==> src/rtl/idu_decode.sv <==
// RV32E decode stage with a single-entry output register: 1-cycle latency, in_ready drops while a held entry is not taken.
// Optional IDU_EBREAK_EN: decodes ebreak as a legal system entry and raises ebreak_o while it is held.
module idu_decode #(
  parameter int XLEN   = 32,
  parameter int ALUC_W = 5
) (
  input  logic              clk,
  input  logic              rst_n,
  input  logic              in_valid,
  output logic              in_ready,
  input  logic [XLEN-1:0]   in_pc,
  input  logic [31:0]       in_inst,
  output logic [3:0]        rs1_addr,
  output logic [3:0]        rs2_addr,
  input  logic [XLEN-1:0]   rs1_data,
  input  logic [XLEN-1:0]   rs2_data,
  input  logic              flush,
  output logic              out_valid,
  input  logic              out_ready,
  output logic [ALUC_W-1:0] out_aluc,
  output logic [XLEN-1:0]   out_num1,
  output logic [XLEN-1:0]   out_num2,
  output logic [XLEN-1:0]   out_imm,
  output logic [XLEN-1:0]   out_pc,
  output logic [3:0]        out_rd,
  output logic              out_wen,
  output logic [2:0]        out_funct3,
  output logic [2:0]        out_kind,
  output logic              out_ill,
  output logic              ebreak_o
);

  localparam logic [ALUC_W-1:0] ALU_ADD      = ALUC_W'(0);
  localparam logic [ALUC_W-1:0] ALU_SUB      = ALUC_W'(1);
  localparam logic [ALUC_W-1:0] ALU_SLL      = ALUC_W'(2);
  localparam logic [ALUC_W-1:0] ALU_SLTU     = ALUC_W'(3);
  localparam logic [ALUC_W-1:0] ALU_XOR      = ALUC_W'(4);
  localparam logic [ALUC_W-1:0] ALU_SRL      = ALUC_W'(5);
  localparam logic [ALUC_W-1:0] ALU_SRA      = ALUC_W'(6);
  localparam logic [ALUC_W-1:0] ALU_OR       = ALUC_W'(7);
  localparam logic [ALUC_W-1:0] ALU_AND      = ALUC_W'(8);
  localparam logic [ALUC_W-1:0] ALU_BEQ      = ALUC_W'(9);
  localparam logic [ALUC_W-1:0] ALU_BNE      = ALUC_W'(10);
  localparam logic [ALUC_W-1:0] ALU_BLT      = ALUC_W'(11);
  localparam logic [ALUC_W-1:0] ALU_BGE      = ALUC_W'(12);
  localparam logic [ALUC_W-1:0] ALU_BLTU     = ALUC_W'(13);
  localparam logic [ALUC_W-1:0] ALU_BGEU     = ALUC_W'(14);
  localparam logic [ALUC_W-1:0] ALU_ADD_LUI  = ALUC_W'(15);
  localparam logic [ALUC_W-1:0] ALU_ADD_JALR = ALUC_W'(16);

  localparam logic [6:0] OP_R      = 7'b0110011;
  localparam logic [6:0] OP_I      = 7'b0010011;
  localparam logic [6:0] OP_LUI    = 7'b0110111;
  localparam logic [6:0] OP_AUIPC  = 7'b0010111;
  localparam logic [6:0] OP_JAL    = 7'b1101111;
  localparam logic [6:0] OP_JALR   = 7'b1100111;
  localparam logic [6:0] OP_BRANCH = 7'b1100011;
  localparam logic [6:0] OP_LOAD   = 7'b0000011;
  localparam logic [6:0] OP_STORE  = 7'b0100011;
  localparam logic [6:0] OP_SYSTEM = 7'b1110011;
  localparam logic [6:0] F7_ALT    = 7'b0100000;

  typedef enum logic [2:0] {
    K_ALU    = 3'd0,
    K_LOAD   = 3'd1,
    K_STORE  = 3'd2,
    K_BRANCH = 3'd3,
    K_JAL    = 3'd4,
    K_JALR   = 3'd5,
    K_SYS    = 3'd6
  } kind_e;

  typedef struct packed {
    logic [ALUC_W-1:0] aluc;
    logic [XLEN-1:0]   num1;
    logic [XLEN-1:0]   num2;
    logic [XLEN-1:0]   imm;
    logic [XLEN-1:0]   pc;
    logic [3:0]        rd;
    logic              wen;
    logic [2:0]        funct3;
    kind_e             kind;
    logic              ill;
  } entry_t;

  logic [6:0]        opcode;
  logic [6:0]        funct7;
  logic [2:0]        funct3;
  logic [4:0]        rd_f;
  logic [4:0]        rs1_f;
  logic [4:0]        rs2_f;
  logic [XLEN-1:0]   imm_i;
  logic [XLEN-1:0]   imm_s;
  logic [XLEN-1:0]   imm_b;
  logic [XLEN-1:0]   imm_u;
  logic [XLEN-1:0]   imm_j;
  logic [ALUC_W-1:0] alu_f3;
  logic              legal;
  logic              use_rd;
  logic              use_rs1;
  logic              use_rs2;
  logic              valid_q;
  entry_t            dec;
  entry_t            q;

  assign opcode   = in_inst[6:0];
  assign rd_f     = in_inst[11:7];
  assign funct3   = in_inst[14:12];
  assign rs1_f    = in_inst[19:15];
  assign rs2_f    = in_inst[24:20];
  assign funct7   = in_inst[31:25];
  assign rs1_addr = in_inst[18:15];
  assign rs2_addr = in_inst[23:20];

  assign imm_i = XLEN'($signed(in_inst[31:20]));
  assign imm_s = XLEN'($signed({in_inst[31:25], in_inst[11:7]}));
  assign imm_b = XLEN'($signed({in_inst[31], in_inst[7], in_inst[30:25], in_inst[11:8], 1'b0}));
  assign imm_u = XLEN'($signed({in_inst[31:12], 12'b0}));
  assign imm_j = XLEN'($signed({in_inst[31], in_inst[19:12], in_inst[20], in_inst[30:21], 1'b0}));

  // Shared funct3 map for R-type and I-ALU; slt reuses the signed-compare code.
  always_comb begin
    alu_f3 = ALU_ADD;
    case (funct3)
      3'b000:  alu_f3 = ALU_ADD;
      3'b001:  alu_f3 = ALU_SLL;
      3'b010:  alu_f3 = ALU_BLT;
      3'b011:  alu_f3 = ALU_SLTU;
      3'b100:  alu_f3 = ALU_XOR;
      3'b101:  alu_f3 = ALU_SRL;
      3'b110:  alu_f3 = ALU_OR;
      default: alu_f3 = ALU_AND;
    endcase
  end

`ifdef IDU_EBREAK_EN
  logic dec_ebreak;
  logic ebreak_q;
  assign dec_ebreak = legal && (opcode == OP_SYSTEM);
`endif

  always_comb begin
    dec        = '0;
    legal      = 1'b1;
    use_rd     = 1'b0;
    use_rs1    = 1'b0;
    use_rs2    = 1'b0;
    dec.pc     = in_pc;
    dec.funct3 = funct3;
    dec.kind   = K_ALU;
    dec.aluc   = ALU_ADD;
    case (opcode)
      OP_R: begin
        legal    = (funct7 == 7'd0) || (funct7 == F7_ALT && (funct3 == 3'b000 || funct3 == 3'b101));
        {use_rd, use_rs1, use_rs2} = 3'b111;
        dec.wen  = 1'b1;
        dec.num1 = rs1_data;
        dec.num2 = rs2_data;
        dec.aluc = alu_f3;
        if (funct7[5] && funct3 == 3'b000) dec.aluc = ALU_SUB;
        if (funct7[5] && funct3 == 3'b101) dec.aluc = ALU_SRA;
      end
      OP_I: begin
        if (funct3 == 3'b001 || funct3 == 3'b101)
          legal = (funct7 == 7'd0) || (funct7 == F7_ALT);
        {use_rd, use_rs1} = 2'b11;
        dec.wen  = 1'b1;
        dec.num1 = rs1_data;
        dec.num2 = imm_i;
        dec.imm  = imm_i;
        dec.aluc = (funct3 == 3'b101 && in_inst[30]) ? ALU_SRA : alu_f3;
      end
      OP_LUI: begin
        use_rd   = 1'b1;
        dec.wen  = 1'b1;
        dec.aluc = ALU_ADD_LUI;
        dec.num2 = imm_u;
        dec.imm  = imm_u;
      end
      OP_AUIPC: begin
        use_rd   = 1'b1;
        dec.wen  = 1'b1;
        dec.num1 = in_pc;
        dec.num2 = imm_u;
        dec.imm  = imm_u;
      end
      OP_JAL: begin
        use_rd   = 1'b1;
        dec.wen  = 1'b1;
        dec.kind = K_JAL;
        dec.num1 = in_pc;
        dec.num2 = XLEN'(4);
        dec.imm  = imm_j;
      end
      OP_JALR: begin
        legal    = (funct3 == 3'b000);
        {use_rd, use_rs1} = 2'b11;
        dec.wen  = 1'b1;
        dec.kind = K_JALR;
        dec.aluc = ALU_ADD_JALR;
        dec.num1 = rs1_data;
        dec.num2 = imm_i;
        dec.imm  = imm_i;
      end
      OP_BRANCH: begin
        {use_rs1, use_rs2} = 2'b11;
        dec.kind = K_BRANCH;
        dec.num1 = rs1_data;
        dec.num2 = rs2_data;
        dec.imm  = imm_b;
        case (funct3)
          3'b000:  dec.aluc = ALU_BEQ;
          3'b001:  dec.aluc = ALU_BNE;
          3'b100:  dec.aluc = ALU_BLT;
          3'b101:  dec.aluc = ALU_BGE;
          3'b110:  dec.aluc = ALU_BLTU;
          3'b111:  dec.aluc = ALU_BGEU;
          default: legal    = 1'b0;
        endcase
      end
      OP_LOAD: begin
        {use_rd, use_rs1} = 2'b11;
        dec.wen  = 1'b1;
        dec.kind = K_LOAD;
        dec.num1 = rs1_data;
        dec.num2 = imm_i;
        dec.imm  = imm_i;
      end
      OP_STORE: begin
        {use_rs1, use_rs2} = 2'b11;
        dec.kind = K_STORE;
        dec.num1 = rs1_data;
        dec.num2 = imm_s;
        dec.imm  = imm_s;
      end
      OP_SYSTEM: begin
        dec.kind = K_SYS;
`ifdef IDU_EBREAK_EN
        legal    = (in_inst == 32'h0010_0073);
`else
        legal    = 1'b0;
`endif
      end
      default: legal = 1'b0;
    endcase

    // RV32E only has x0..x15, so bit 4 of any index in use is an encoding error.
    if ((use_rd && rd_f[4]) || (use_rs1 && rs1_f[4]) || (use_rs2 && rs2_f[4]))
      legal = 1'b0;
    dec.rd = use_rd ? rd_f[3:0] : 4'd0;
    if (rd_f == 5'd0)
      dec.wen = 1'b0;

    if (!legal) begin
      dec.aluc = ALU_ADD;
      dec.num1 = '0;
      dec.num2 = '0;
      dec.imm  = '0;
      dec.rd   = 4'd0;
      dec.wen  = 1'b0;
      dec.kind = K_ALU;
      dec.ill  = 1'b1;
    end
  end

  assign in_ready = !valid_q || out_ready;

  // flush wins over capture; a beat handshaken in the flush cycle is lost by design.
  always_ff @(posedge clk) begin
    if (!rst_n) begin
      valid_q <= 1'b0;
      q       <= '0;
    end else if (flush) begin
      valid_q <= 1'b0;
    end else if (in_valid && in_ready) begin
      valid_q <= 1'b1;
      q       <= dec;
    end else if (out_ready) begin
      valid_q <= 1'b0;
    end
  end

`ifdef IDU_EBREAK_EN
  always_ff @(posedge clk) begin
    if (!rst_n)
      ebreak_q <= 1'b0;
    else if (!flush && in_valid && in_ready)
      ebreak_q <= dec_ebreak;
  end
  assign ebreak_o = valid_q && ebreak_q;
`else
  assign ebreak_o = 1'b0;
`endif

  assign out_valid  = valid_q;
  assign out_aluc   = q.aluc;
  assign out_num1   = q.num1;
  assign out_num2   = q.num2;
  assign out_imm    = q.imm;
  assign out_pc     = q.pc;
  assign out_rd     = q.rd;
  assign out_wen    = q.wen;
  assign out_funct3 = q.funct3;
  assign out_kind   = q.kind;
  assign out_ill    = q.ill;

endmodule

==> config.mk <==
export PLATFORM = sky130hd
export DESIGN_NAME = idu_decode
export DESIGN_NICKNAME = d
export VERILOG_FILES = /design/src/rtl/idu_decode.sv
export SDC_FILE = /design/constraint.sdc
export NUM_CORES = 1
export LEC_CHECK = 0
export CORE_ASPECT_RATIO = 1.1
export CORE_MARGIN = 10
export CORE_UTILIZATION = 47
export CTS_BUF_LIST = sky130_fd_sc_hd__clkbuf_4 sky130_fd_sc_hd__clkbuf_8 sky130_fd_sc_hd__clkbuf_16
export DETAILED_ROUTE_END_ITERATION = 16
export PLACE_DENSITY = 0.87
export SYNTH_ARGS = -nofsm -noshare
export SYNTH_HDL_FRONTEND = slang
export SYNTH_SLANG_ARGS = --single-unit
==> constraint.sdc <==
create_clock -name clk -period 5.8 [get_ports clk]
set_input_delay 1.16 -clock clk [delete_from_list [all_inputs] [get_ports clk]]
set_output_delay 1.16 -clock clk [all_outputs]
set_load 0.005 [all_outputs]
[Word level (Yosys, flattened, before mapping)]
Cells that the tools add are included.
Storage, ports and cells
  bits in registers: 146
  bits of input ports: 133
  output and inout port bits: 156
  logic and storage cells: 85
Operators by class
  equal/unequal tests: 18
  multiplexer cells: 24
  bitwise operators: 2
  reduce and logical (&&, ||, !) cells: 30
Operator list (number)
  $pmux W32 S5: 2
  $mux W101: 1
  $pmux W32 S2: 1
  $eq A7 B6 Y1 const B: 4
  $eq A7 B7 Y1 const B: 4
  $pmux W4 S7: 1
  $pmux W5 S5: 1
  $pmux W4 S6: 1
  $mux W5: 4
  $pmux W3 S6: 1
  $eq A7 B5 Y1 const B: 2
  $eq A3 B3 Y1 const B: 4
  $reduce_or A6 Y1: 2
  $mux W1: 9
  $mux W4: 2
  $reduce_or A2 Y1: 4
  $eq A7 B2 Y1 const B: 1
  $logic_and A1 B1 Y1: 7
  $logic_not A7 Y1: 1
  $logic_or A1 B1 Y1: 7
  $reduce_or A7 Y1: 1
  $eq A3 B2 Y1 const B: 2
  $reduce_or A3 Y1: 2
  $logic_not A5 Y1: 1
  8 further kinds: 9

[Longest topological paths before layout]
  word-level depth: 8
  depth in mapped cells: 10
  depth with buffers taken out: 7

[Worst setup path after synthesis]
No wires, ideal clock.
  path type: input port to flip-flop
  start point: input port in_inst[5]
  end point: register q, in the netlist out_num1[10]
  library setup time: 0.085 ns
  arrival time: 2.731 ns
  data required time: 5.715 ns
  slack: 2.984 ns
  stages: 10
  buffers on the path: 4
  path through: buf_2 and3b_1 clkbuf_2 nor2_1 nor2_1 a211oi_4 nand2_2 buf_6 buf_6 o31ai_2
Between the ends
  word-level cells in the longest chain between the ends: 8
  elaborated cells between the ends (all ways): 26
  classes of those cells: 9 x eq/ne; 7 x mux; 10 x reduce/logical
Ends and longest elaborated chain
  from (decl): line 12  | input logic [31:0] in_inst,
  $eq A7 B2 Y1 (tied with other cells): line 152  | case (opcode)
  $reduce_or A7 Y1 (no source line) or $reduce_or A6 Y1 (tied branches)
  $mux W1: line 152
  $logic_and A1 B1 Y1: line 248  | if ((use_rd && rd_f[4]) || (use_rs1 && rs1_f[4]) || (use_rs2 && rs2_f[4]))
  $logic_or A1 B1 Y1 (2 in a row): line 248
  $mux W1: line 248
  $mux W101 (*): line 254  | if (!legal) begin
  to (signal assigned): line 272  | q <= '0;
  to (signal assigned): line 277  | q <= dec;
  to (decl): line 104  | entry_t q;
Every way passes the cells marked *; elsewhere a longest branch is shown, timed or not.
A chain may end at the register's enable or synchronous reset.

[Worst setup path after layout]
  start point: input port in_inst[6]
  end point: register q, in the netlist out_imm[13]
Same word-level chain as after synthesis.

==> metrics.md <==
| Metric | Value |
|---|---|
| R2r worst-path depth | 9 |
| Post-synth EDFFs | 0 |
| TritonRoute pass-1 iters | 5 |
| Number of global-route vias before repair | 7208 |
| Post-Synth Adder-Cell Area | 0% |
| Leak | 3.37 nW |
| Max IR drop VDD | 162 uV |
| Crit-path cells | clkdlybuf4s50_1 -> nand2b_1 -> nor3_2 -> buf_4 -> a31oi_1 -> nand3b_2 -> nand2_4 -> buf_12 -> o31ai_2 |
| Status | completed |
| Register area share after synthesis | 41.7% |
| Synth Instances | 796 |
| Avg Inst Size Synth | 8.80 um2 |
| Buffer depth of the longest clock path | 2 |
| Crit path launch type | primary input |
| Fill cells | 1144 |
| Routed len/inst | 22.5 um |
| Final Hold Vio Count | 0 |
| Number of max-slew violations in the final report | 0 |
| Area occupied by multi-input gates | 0.00365 mm2 |
| Unrepaired setup endpoints after global routing | false |
| Largest net degree at the start of global routing | 80 |
| Area leader, netlist | dfxtp_1 |
| GRT Total Usage | 26.3% |
| Starting Density | 48.3% |
| Mux cell area share after synthesis | 0% |
| Register area | 0.00292 mm2 |
| Starting DRT DRC Count | 729 |
| Detailed placer's ending HPWL | 19.6 mm |
| Final Util | 71.6% |
| Max Clock Skew | 0.00784 ns |
| Least-Margin Pin Slew | 1.04 ns |
| Power per cell area | 233 mW/mm2 |
| Yosys warns | 0 |
| Fin nets | 1155 |
| Core footprint | 0.0145 mm2 |
| Antenna Nets Post-Route | 0 |
| Area contributors post-synth | dfxtp_1, o31ai_2, nand3_1 |
| Root Buffer | clkbuf_16 |
| CP delay by family, top | buffers and inverters |
| Die width | 136 um |
| Num Clock Sinks | 146 |
| # H-tree levels | 4 |
| Bufs and invs on worst path | 3 |
| Flop2flop setup slack | 2.86 ns |
| Hold_buf cts | 0 |
| Boundary Pins | 289 |
| Slew HR | 30.7% |
| Gr ovfl total | 0 |
| CTS Buf Count | 17 |
| First-pass GRT wire length | 41.6 mm |
| Max Cap Viol | 0 |
| Crit path capture | out_imm[13] |
| Layout Area Growth over Synthesis | 48.2% |
| Critical Path AT | 4.35 ns |
| Post-Synth XOR/XNOR Area | 0.125% |
| Slowest Stage Delay on Critical Path | 0.78 ns |
| Most common cell in the netlist | dfxtp_1 |
| Largest family of logic cells by synthesized area | compound AO/OA/AOI/OAI gates |
| Min cycle time layout | 4.06 ns |
| CP Depth | 9 |
| # resized after CTS | 0 |
| Setup bufs post-CTS | 0 |
| Via count | 7393 |
| Simple-Gate Fraction of Synth Area | 18.5% |
| CP max-delay cell | clkdlybuf4s50_1 |
| Unique masters post-synth | 59 |
| # setup viols final | 0 |
| Worst reg2reg startpoint | out_valid |
| Share of cells above drive strength 1 | 12.5% |
| Crit path kind | primary input to register |
| Row Count | 46 |
| Residual DRC count | 0 |
| Ys async rst share | 0% |
| Die H | 148 um |
| Die area | 0.0202 mm2 |
| Post-synth top cells | dfxtp_1, nand2_1, nand3_1, clkbuf_1, o31ai_2 |
| Synthesized cell area | 0.00701 mm2 |
| Share of the synthesized area in the top cell type | 41.7% |
| Fin area | 0.0104 mm2 |
| FF-to-FF End | out_aluc[2] |
| CTS clk-pin slew, worst paths | 0.06 ns |
| Critical path peak fanout | 53 |
| Worst setup startpoint | in_inst[6] |
| Fmax | 246 MHz |
| Vias per cell | 6.04 |
| GPL Wtd Cong | 0.891 |
| Skew-Pair Late Insertion Delay | 0.42 ns |
| Initial antenna violation count | 1 |
| Setup TNS | 0 ns |
| Yosys reg bits | 146 |
| # diodes | 0 |
| Dominant synthesized flop cell | dfxtp_1 |
| Critical Path RT | 6.09 ns |
| Syn_nets | 929 |
| CTS tree | built |
| Period utilization | 70.0% |
| Routed wire length | 27.6 mm |
| Pwr Total | 2.42 mW |
| DP Area | 0.00979 mm2 |
| Compound-Gate Fraction of Synth Area | 32.9% |
| CP Capture Type | register |
| Hold Path Class | register to register |
| IO buf count | 287 |
-- cells in the final DEF, fill, tap and decap left out, types with 4 or more instances in the layout --
| cell | n |
|---|---|
| a211oi_2 | 10 |
| a21oi_1 | 61 |
| a221oi_1 | 32 |
| a22oi_1 | 42 |
| and2_1 | 4 |
| buf_4 | 10 |
| clkbuf_16 | 17 |
| clkdlybuf4s50_1 | 286 |
| clkinv_2 | 4 |
| dfxtp_1 | 146 |
| inv_1 | 5 |
| nand2_1 | 118 |
| nand2b_1 | 6 |
| nand3_1 | 95 |
| nor2_1 | 21 |
| nor2b_1 | 4 |
| nor3_1 | 4 |
| o21ai_0 | 36 |
| o31ai_2 | 62 |
-- sequential cells by signal, summed over array words and instances, names as in the netlist --
| name | count |
|---|---|
| out_imm | 32 |
| out_num1 | 32 |
| out_num2 | 32 |
| out_pc | 32 |
| out_aluc | 5 |
| out_rd | 4 |
| out_funct3 | 3 |
| out_kind | 3 |
| out_ill | 1 |
| out_valid | 1 |
| out_wen | 1 |
-- metal layers --
metal	GRT usage, %	share of wire (%)
met1	30.2	37
met2	42.0	47
met3	10.9	12
met4	11.4	3.8
met5	0	0.040
-- cell type report --
cell class | instances | share of cell area (%)
clock buffer | 20 | 4.37
clock inverter | 10 | 1.30
inverter | 6 | 0.265
multi-input combinational | 554 | 35.1
sequential | 146 | 28.1
tap | 192 | 2.31
timing repair buffer | 297 | 28.5
-- kinds of logic after synthesis --
| kind of cell | after synthesis |
|---|---|
| simple gates | 277 |
| compound gates | 275 |
| flops | 146 |
| xor+xnor | 1 |
| other cells | 1 |
| buf+inv | 96 |
-- how the worst min path moves through the flow --
stage	startpoint	cells past startpoint	slack, ns	to
after detailed placement	out_num2[7]	2	0.44	out_num2[7]
after global placement	out_num2[7]	2	0.43	out_num2[7]
after floorplan	out_aluc[3]	2	0.45	out_aluc[3]
after CTS	out_funct3[2]	2	0.45	out_funct3[2]
after global routing	out_pc[16]	2	0.47	out_pc[16]
final	out_pc[24]	2	0.45	out_pc[24]
-- report_power, final --
part / switching, mW / total, mW / internal, mW
clock network: 0.424 / 1.11 / 0.691
logic: 0.151 / 0.283 / 0.132
registers: 0.00599 / 1.02 / 1.02
-- through the flow --
step	cells	setup slack (ns)	hold slack (ns)
2_1_floorplan	796	2.98	0.448
3_3_place_gp	1195	1.43	0.434
3_5_place_dp	1195	1.37	0.443
4_1_cts	1225	1.79	0.454
5_1_grt	1225	1.53	0.474
6_report	1225	1.74	0.451
-- worst min-delay path, cell delays in order, from the launching register on --
cell and delay [ns]:
dfxtp_1 0.30, nand2_1 0.05, a21oi_1 0.05
(Power assumes the default switching activity.)
